$ cat src/rtl/mc_pkg.sv
// Shared definitions for the MIPS multicycle controller: FSM states, opcode/funct
// codes and the datapath mux/ALU encodings driven by mc_control_unit.
package mc_pkg;

  typedef enum logic [3:0] {
    S_IDLE,
    S_FETCH,
    S_DECODE,
    S_MEMADR,
    S_MEMREAD,
    S_MEMWB,
    S_MEMWRITE,
    S_EXECUTE,
    S_ALUWB,
    S_ADDIEX,
    S_ADDIWB,
    S_BRANCH,
    S_JUMP,
    S_BNEQ,
    S_HALT
  } state_e;

  localparam logic [5:0] OP_RTYPE = 6'b000000;
  localparam logic [5:0] OP_LW    = 6'b100011;
  localparam logic [5:0] OP_SW    = 6'b101011;
  localparam logic [5:0] OP_BEQ   = 6'b000100;
  localparam logic [5:0] OP_BNE   = 6'b000101;
  localparam logic [5:0] OP_ADDI  = 6'b001000;
  localparam logic [5:0] OP_J     = 6'b000010;

  localparam logic [5:0] FN_ADD = 6'b100000;
  localparam logic [5:0] FN_SUB = 6'b100010;
  localparam logic [5:0] FN_AND = 6'b100100;
  localparam logic [5:0] FN_OR  = 6'b100101;
  localparam logic [5:0] FN_SLT = 6'b101010;

  localparam logic [2:0] ALU_ADD = 3'b010;
  localparam logic [2:0] ALU_SUB = 3'b110;
  localparam logic [2:0] ALU_AND = 3'b000;
  localparam logic [2:0] ALU_OR  = 3'b001;
  localparam logic [2:0] ALU_SLT = 3'b111;

  localparam logic [1:0] SRCB_REG   = 2'b00;
  localparam logic [1:0] SRCB_FOUR  = 2'b01;
  localparam logic [1:0] SRCB_IMM   = 2'b10;
  localparam logic [1:0] SRCB_IMMSH = 2'b11;

  localparam logic [1:0] PCSRC_ALU    = 2'b00;
  localparam logic [1:0] PCSRC_ALUOUT = 2'b01;
  localparam logic [1:0] PCSRC_JUMP   = 2'b10;

endpackage

$ cat src/rtl/mc_alu_decoder.sv
// R-type funct decoder: maps funct to the ALUControl code and flags unsupported
// functs so the controller can trap them in DECODE.
module mc_alu_decoder
  import mc_pkg::*;
#(
  parameter int ALUCTRL_W = 3
) (
  input  logic [5:0]           funct_i,
  output logic [ALUCTRL_W-1:0] alu_ctrl_o,
  output logic                 funct_valid_o
);

  always_comb begin
    alu_ctrl_o    = ALUCTRL_W'(ALU_ADD);
    funct_valid_o = 1'b1;
    case (funct_i)
      FN_ADD:  alu_ctrl_o = ALUCTRL_W'(ALU_ADD);
      FN_SUB:  alu_ctrl_o = ALUCTRL_W'(ALU_SUB);
      FN_AND:  alu_ctrl_o = ALUCTRL_W'(ALU_AND);
      FN_OR:   alu_ctrl_o = ALUCTRL_W'(ALU_OR);
      FN_SLT:  alu_ctrl_o = ALUCTRL_W'(ALU_SLT);
      default: funct_valid_o = 1'b0;
    endcase
  end

endmodule

$ cat src/rtl/mc_control_unit.sv
// Multicycle MIPS main controller with memory wait-states, start/halt handshake and
// illegal-instruction trapping. Define MC_BNE_EN to add bne support (BNEQ state).
module mc_control_unit
  import mc_pkg::*;
#(
  parameter int MEM_LATENCY = 0,
  parameter int ALUCTRL_W   = 3
) (
  input  logic                 clk,
  input  logic                 reset,
  input  logic                 start,
  input  logic [5:0]           op,
  input  logic [5:0]           funct,
  input  logic                 zero,
  output logic                 PCen,
  output logic                 IorD,
  output logic                 MemWrite,
  output logic                 IRWrite,
  output logic                 RegDst,
  output logic                 MemtoReg,
  output logic                 RegWrite,
  output logic                 ALUSrcA,
  output logic [1:0]           ALUSrcB,
  output logic [1:0]           PCSrc,
  output logic [ALUCTRL_W-1:0] ALUControl,
  output logic                 busy,
  output logic                 illegal
);

  localparam int CNT_W = (MEM_LATENCY < 1) ? 1 : $clog2(MEM_LATENCY + 1);
  localparam logic [CNT_W-1:0] CNT_LAST = CNT_W'(MEM_LATENCY);

  state_e               state_q, state_d;
  logic [CNT_W-1:0]     cnt_q, cnt_d;
  logic                 illegal_q, illegal_d;
  logic                 lastCycle;
  logic [ALUCTRL_W-1:0] functAlu;
  logic                 functValid;

  mc_alu_decoder #(.ALUCTRL_W(ALUCTRL_W)) u_alu_dec (
    .funct_i       (funct),
    .alu_ctrl_o    (functAlu),
    .funct_valid_o (functValid)
  );

  assign lastCycle = (cnt_q == CNT_LAST);

  always_ff @(posedge clk or negedge reset) begin
    if (!reset) begin
      state_q   <= S_IDLE;
      cnt_q     <= '0;
      illegal_q <= 1'b0;
    end else begin
      state_q   <= state_d;
      cnt_q     <= cnt_d;
      illegal_q <= illegal_d;
    end
  end

  // The counter only advances while a memory state is waiting; any exit leaves it at zero.
  always_comb begin
    state_d    = state_q;
    cnt_d      = '0;
    illegal_d  = illegal_q;
    PCen       = 1'b0;
    IorD       = 1'b0;
    MemWrite   = 1'b0;
    IRWrite    = 1'b0;
    RegDst     = 1'b0;
    MemtoReg   = 1'b0;
    RegWrite   = 1'b0;
    ALUSrcA    = 1'b0;
    ALUSrcB    = SRCB_REG;
    PCSrc      = PCSRC_ALU;
    ALUControl = '0;
    busy       = (state_q != S_IDLE) && (state_q != S_HALT);
    illegal    = illegal_q;

    case (state_q)
      S_IDLE: if (start) state_d = S_FETCH;
      S_FETCH: begin
        ALUSrcB    = SRCB_FOUR;
        ALUControl = ALUCTRL_W'(ALU_ADD);
        PCSrc      = PCSRC_ALU;
        IRWrite    = lastCycle;
        PCen       = lastCycle;
        if (lastCycle) state_d = S_DECODE;
        else           cnt_d   = cnt_q + CNT_W'(1);
      end
      S_DECODE: begin
        ALUSrcB    = SRCB_IMMSH;
        ALUControl = ALUCTRL_W'(ALU_ADD);
        case (op)
          OP_LW, OP_SW: state_d = S_MEMADR;
          OP_RTYPE: begin
            if (functValid) state_d = S_EXECUTE;
            else begin
              state_d   = S_HALT;
              illegal_d = 1'b1;
            end
          end
          OP_BEQ:  state_d = S_BRANCH;
          OP_ADDI: state_d = S_ADDIEX;
          OP_J:    state_d = S_JUMP;
`ifdef MC_BNE_EN
          OP_BNE:  state_d = S_BNEQ;
`else
          OP_BNE: begin
            state_d   = S_HALT;
            illegal_d = 1'b1;
          end
`endif
          default: begin
            state_d   = S_HALT;
            illegal_d = 1'b1;
          end
        endcase
      end
      S_MEMADR, S_ADDIEX: begin
        ALUSrcA    = 1'b1;
        ALUSrcB    = SRCB_IMM;
        ALUControl = ALUCTRL_W'(ALU_ADD);
        if (state_q == S_ADDIEX) state_d = S_ADDIWB;
        else state_d = (op == OP_LW) ? S_MEMREAD : S_MEMWRITE;
      end
      S_MEMREAD: begin
        IorD = 1'b1;
        if (lastCycle) state_d = S_MEMWB;
        else           cnt_d   = cnt_q + CNT_W'(1);
      end
      S_MEMWB: begin
        MemtoReg = 1'b1;
        RegWrite = 1'b1;
        state_d  = S_FETCH;
      end
      S_MEMWRITE: begin
        IorD     = 1'b1;
        MemWrite = lastCycle;
        if (lastCycle) state_d = S_FETCH;
        else           cnt_d   = cnt_q + CNT_W'(1);
      end
      S_EXECUTE: begin
        ALUSrcA    = 1'b1;
        ALUControl = functAlu;
        state_d    = S_ALUWB;
      end
      S_ALUWB: begin
        RegDst   = 1'b1;
        RegWrite = 1'b1;
        state_d  = S_FETCH;
      end
      S_ADDIWB: begin
        RegWrite = 1'b1;
        state_d  = S_FETCH;
      end
      S_BRANCH, S_BNEQ: begin
        ALUSrcA    = 1'b1;
        ALUControl = ALUCTRL_W'(ALU_SUB);
        PCSrc      = PCSRC_ALUOUT;
        PCen       = (state_q == S_BRANCH) ? zero : ~zero;
        state_d    = S_FETCH;
      end
      S_JUMP: begin
        PCSrc   = PCSRC_JUMP;
        PCen    = 1'b1;
        state_d = S_FETCH;
      end
      S_HALT:  state_d = S_HALT;
      default: state_d = S_IDLE;
    endcase
  end

endmodule
$ cat config.mk
export PLATFORM = sky130hd
export DESIGN_NAME = mc_control_unit
export DESIGN_NICKNAME = d
export VERILOG_FILES = /design/src/rtl/mc_pkg.sv /design/src/rtl/mc_alu_decoder.sv /design/src/rtl/mc_control_unit.sv
export SDC_FILE = /design/constraint.sdc
export NUM_CORES = 1
export LEC_CHECK = 0
export CAP_MARGIN = 20
export CORE_MARGIN = 8
export CORE_UTILIZATION = 39
export DETAILED_ROUTE_END_ITERATION = 10
export GPL_ROUTABILITY_DRIVEN = 0
export PLACE_DENSITY = 0.88
export SETUP_SLACK_MARGIN = 0.15
export SLEW_MARGIN = 0
export SYNTH_ARGS = -nofsm -noshare
export SYNTH_HDL_FRONTEND = slang
export SYNTH_SLANG_ARGS = --single-unit
$ cat constraint.sdc
create_clock -name clk -period 1.64 [get_ports clk]
set_input_delay 0.328 -clock clk [delete_from_list [all_inputs] [get_ports clk]]
set_output_delay 0.328 -clock clk [all_outputs]
set_load 0.05 [all_outputs]
==> key figures, run 1 <==
Status
  – Run status: did not finish
  – Err: [ERROR DPL-0038] Utilization greater than 100%, impossible to legalize
  – Halt Stage: global routing

Floorplanning
  – I/O pins: 33
  – Row cnt: 15
  – Die H: 57 µm
  – Initial Utilization: 39.7%
  – Die width: 57 µm

Logic synthesis
  – Synthesized Nets: 114
  – Async SR Flop Fraction: 100%
  – Number of flops mapped to enable cells by yosys: 0
  – Synth Register Bits: 5
  – Netlist cell types: 37
  – Cell count after synthesis: 98
  – Synth Cell Area: 656 µm²
  – Commonest cells post-synth: 13 x nor2_1, 7 x a21oi_1, 7 x nand2b_1, 7 x o21ai_1, 6 x nand2_1
  – Synth warnings: 0
  – Sequential element share of the synthesized area: 19.1%
  – Cell with the most instances after synthesis: nor2_1
  – Yosys top cell area share: 19.1%
  – Main synth FF type: dfrtp_1
  – Area contributors post-synth: dfrtp_1 19%, nor2_1 7.4%, nand2b_1 6.7%, a21oi_1 5.3%, o21ai_1 5.3%
  – Biggest area consumer among synthesized cells: dfrtp_1
  – Synth Area per Inst: 6.69 µm²

Clock network
  – Post-CTS Hold Fix Bufs: 0
  – TritonCTS buffer count: 3
  – H-tree lvl count: 1
  – CTS Buffer Depth: 2
  – Clock root cell: clkbuf_4
  – Clk sinks: 5

Timing
  – Worst endpoint type: output port
  – GRT worst endpoint: ALUControl[0]

Place
  – Placed insts: 160
  – IO buf count: 32
  – DP Worst Slack: -0.471 ns
  – Placed wire-length estimate: 2330 µm

Global route
  – Largest net degree at the start of global routing: 10
[logic make-up after synthesis]
family	Yosys count	synth area share, %
flops	5	19.1
mux	1	1.53
xor+xnor	3	4.01
simple gates	50	40.6
buf+inv	9	5.34
compound gates	30	29.4
[stage by stage]
step | util (%) | instance area [µm²]
detailed placement | 83.7 | 1380
global placement | 83.7 | 1380
floorplan | - | 812
CTS | 92.5 | 1530
[repair_timing]
action	in CTS
hold endpoints to repair	0
cloned	0
setup endpoints to repair	21
resized for setup	41
buffers inserted	7
pin swaps	13
==> run 2: changes to the inputs <==
--- a/config.mk
+++ b/config.mk
@@ -6,12 +6,11 @@
 export NUM_CORES = 1
 export LEC_CHECK = 0
 export CAP_MARGIN = 20
-export CORE_MARGIN = 8
-export CORE_UTILIZATION = 39
+export CORE_AREA = 8 8 69 71
 export DETAILED_ROUTE_END_ITERATION = 10
+export DIE_AREA = 0 0 77 79
 export GPL_ROUTABILITY_DRIVEN = 0
-export PLACE_DENSITY = 0.88
-export SETUP_SLACK_MARGIN = 0.15
+export PLACE_DENSITY_LB_ADDON = 0.15
 export SLEW_MARGIN = 0
 export SYNTH_ARGS = -nofsm -noshare
 export SYNTH_HDL_FRONTEND = slang
==> run 2 against run 1 <==
Compared with the run above: the flow now finishes, with violations (negative setup slack); synthesized cell count unchanged; synthesized area unchanged.
==> key figures, run 2 <==
Status
  – Run status: finished, violations left
  – Failing checks: negative setup slack

Finish
  – Reg with most FFs: state_q
  – Area growth, synth to finish: 148%
  – Commonest non-fill, non-tap cell in the layout: buf_4
  – Largest register FFs: 4
  – Multi-input gate area: 672 µm²
  – Share of cells above drive strength 1: 55.2%
  – Reg area: 129 µm²
  – Post-route core utilization: 42.8%
  – Most frequent cells in the layout: 20 x buf_4, 17 x buf_12, 9 x dlygate4sd2_1
  – Filler instances: 397
  – # nets final: 171
  – Number of diodes: 0

Routing
  – Drt drc: 0
  – Detailed Route WL: 2680 µm
  – Post-detailed-route count of antenna-violating nets: 0
  – Via count of the routed design: 959
  – Initial DRC count: 21
  – Pre-Repair DR Iteration Count: 4
  – Routed length per instance: 13.1 µm
  – Via-to-Cell Ratio: 4.70

Timing
  – PnR worst setup slack: -0.0309 ns
  – Final Hold Vio Count: 0
  – Min cycle time layout: 1.67 ns
  – Setup Skew: 0.00285 ns
  – # setup viols final: 5
  – Tcrit/Tclk final: 102%
  – Setup TNS: -0.108 ns
  – Fmax achieved: 598 MHz
  – Worst-margin pin slew: 0.309 ns
  – Final Max Slew Viols: 0
  – RSZ-0062 raised after global routing: true
  – Relative slew slack: 79.4%

Setup path
  – Required @ worst endpoint: 1.31 ns
  – Flop-to-flop setup slack: 0.17 ns
  – Critical path class: reg2out
  – Critical path fanouts, max: 13
  – CP arrival: 1.34 ns
  – Worst setup EP type: output port
  – Type of element launching the critical path: flip-flop

Logic synthesis
  – Cell with the most instances after synthesis: nor2_1
  – Synth Area per Inst: 6.69 µm² (unchanged)
  – Async SR Flop Fraction: 100% (unchanged)
  – Commonest cells post-synth: 13 x nor2_1, 7 x a21oi_1, 7 x nand2b_1, 7 x o21ai_1, 6 x nand2_1
  – Largest family of logic cells by synthesized area: simple AND/OR/NAND/NOR gates
  – Synth warnings: 0 (unchanged)
  – Synth Area in Compound Gates: 29.4% (unchanged)
  – Synth Cell Area: 656 µm² (unchanged)
  – Synthesized Nets: 114 (unchanged)
  – Post-Synth Simple-Gate Area: 40.6% (unchanged)
  – Synth Register Bits: 5 (unchanged)
  – XOR/XNOR share of the synthesized area: 4.01% (unchanged)
  – Main synth FF type: dfrtp_1
  – Adder-cell area share of the yosys netlist: 0% (unchanged)
  – Yosys top cell area share: 19.1% (unchanged)
  – Mux contribution to synthesized area: 1.53% (unchanged)
  – Netlist cell types: 37 (unchanged)
  – Area contributors post-synth: dfrtp_1 19%, nor2_1 7.4%, nand2b_1 6.7%, a21oi_1 5.3%, o21ai_1 5.3%
  – Cell count after synthesis: 98 (unchanged)
  – Sequential element share of the synthesized area: 19.1% (unchanged)
  – Number of flops mapped to enable cells by yosys: 0 (unchanged)
  – Biggest area consumer among synthesized cells: dfrtp_1

Power
  – PwrDens: 1890 nW/µm²
  – Pleak: 0.630 nW
  – Worst IR Drop VDD: 0.000530 V

Clock network
  – Clock edge transition at the registers on the reported setup and hold paths: 0.04 ns
  – TritonCTS buffer count: 3 (unchanged)
  – Worst skew pair latency: 0.22 ns
  – CTS Buffer Depth: 2 (unchanged)
  – Clk sinks: 5 (unchanged)
  – CTS tree: done
  – H-tree lvl count: 1 (unchanged)
  – Clock root cell: clkbuf_8
  – Post-CTS Hold Fix Bufs: 0 (unchanged)

Global route
  – Total grt overflow: 0
  – Initial antenna violation count: 0
  – Largest net degree at the start of global routing: 20
  – Global-route wire length before repair: 4370 µm
  – Vias in the first global route: 973
  – Gr usage total: 8.60%

Floorplanning
  – Die H: 79 µm (+39%)
  – Die area: 6080 µm²
  – I/O pins: 33 (unchanged)
  – Die width: 77 µm (+35%)
  – Initial Utilization: 17.3% (-22 points)
  – Core Area: 3800 µm²
  – Row cnt: 23 (+8)

Place
  – IO buf count: 32 (unchanged)
  – Placed wire-length estimate: 2050 µm (-12%)

Hold path
  – Worst min path class: in2async

Flow run
  – Max Cap Viol: 0
-- run 2: cell counts after synthesis --
Identical to the previous run, type by type.
-- run 2: cell families (layout without fill, tap and decap cells) --
logic type,after synthesis,in the layout
multiplexers,1,1
buffers and inverters,9,65
AND/OR/NAND/NOR,50,50
XOR/XNOR,3,3
AO/OA/AOI/OAI,30,30
flip-flops,5,5
-- run 2: timing repair --
action,CTS,global route
gates resized for setup,44,11
setup buffers,9,0
setup endpoints to repair,18,17
pin swaps,15,7
-- run 2: final timing paths --
path,from,to,cells past startpoint
setup / recovery,state_q[1],ALUSrcB[0],4
hold / removal,reset,state_q[3],1
setup reg to reg,state_q[3],state_q[0],7
hold reg to reg,illegal,illegal,1
max in group asynchronous,reset,state_q[1],1
min in group clk,illegal,illegal,1
-- run 2: routing by layer --
metal	global-route usage (%)	up-vias	routed length (µm)
met5	0	-	0
met4	2.83	0	14
met3	2.60	2	163
met1	9.07	447	1110
met2	16.0	34	1380
li1	-	476	-
-- run 2: metrics by stage --
stage	power (W)	instances	hold slack, ns	area (µm²)	worst slack, ns
6_report	0.00307	204	0.329	1620	-0.0309
5_1_grt	0.00325	204	0.347	1620	-0.0814
4_1_cts	0.00301	204	0.336	1570	-0.0420
3_5_place_dp	0.00251	191	0.483	1390	-0.331
3_3_place_gp	0.00250	191	0.474	1390	-0.323
2_1_floorplan	0.00151	98	0.0324	739	-0.110
-- run 2: power breakdown --
part	switching, W	total (W)	internal (W)
clock	0.0000578	0.000224	0.000167
combinational	0.00137	0.00259	0.00122
sequential	0.0000715	0.000252	0.000180
total	0.00150	0.00307	0.00157
-- run 2: critical path, stage by stage, from the launching register on --
cell	delay (ns)
dfrtp_2	0.43
buf_12	0.16
nand2b_4	0.17
a21oi_2	0.19
buf_12	0.15
-- run 2: area by class of cell --
type                            count  share of cell area, %
Inverter                            2                  0.462
Timing Repair Buffer               59                   43.6
Tap cell                           50                   3.85
Sequential cell                     5                   7.94
Clock buffer                        4                   2.77
Multi-Input combinational cell     84                   41.4
(Power assumes the default switching activity.)
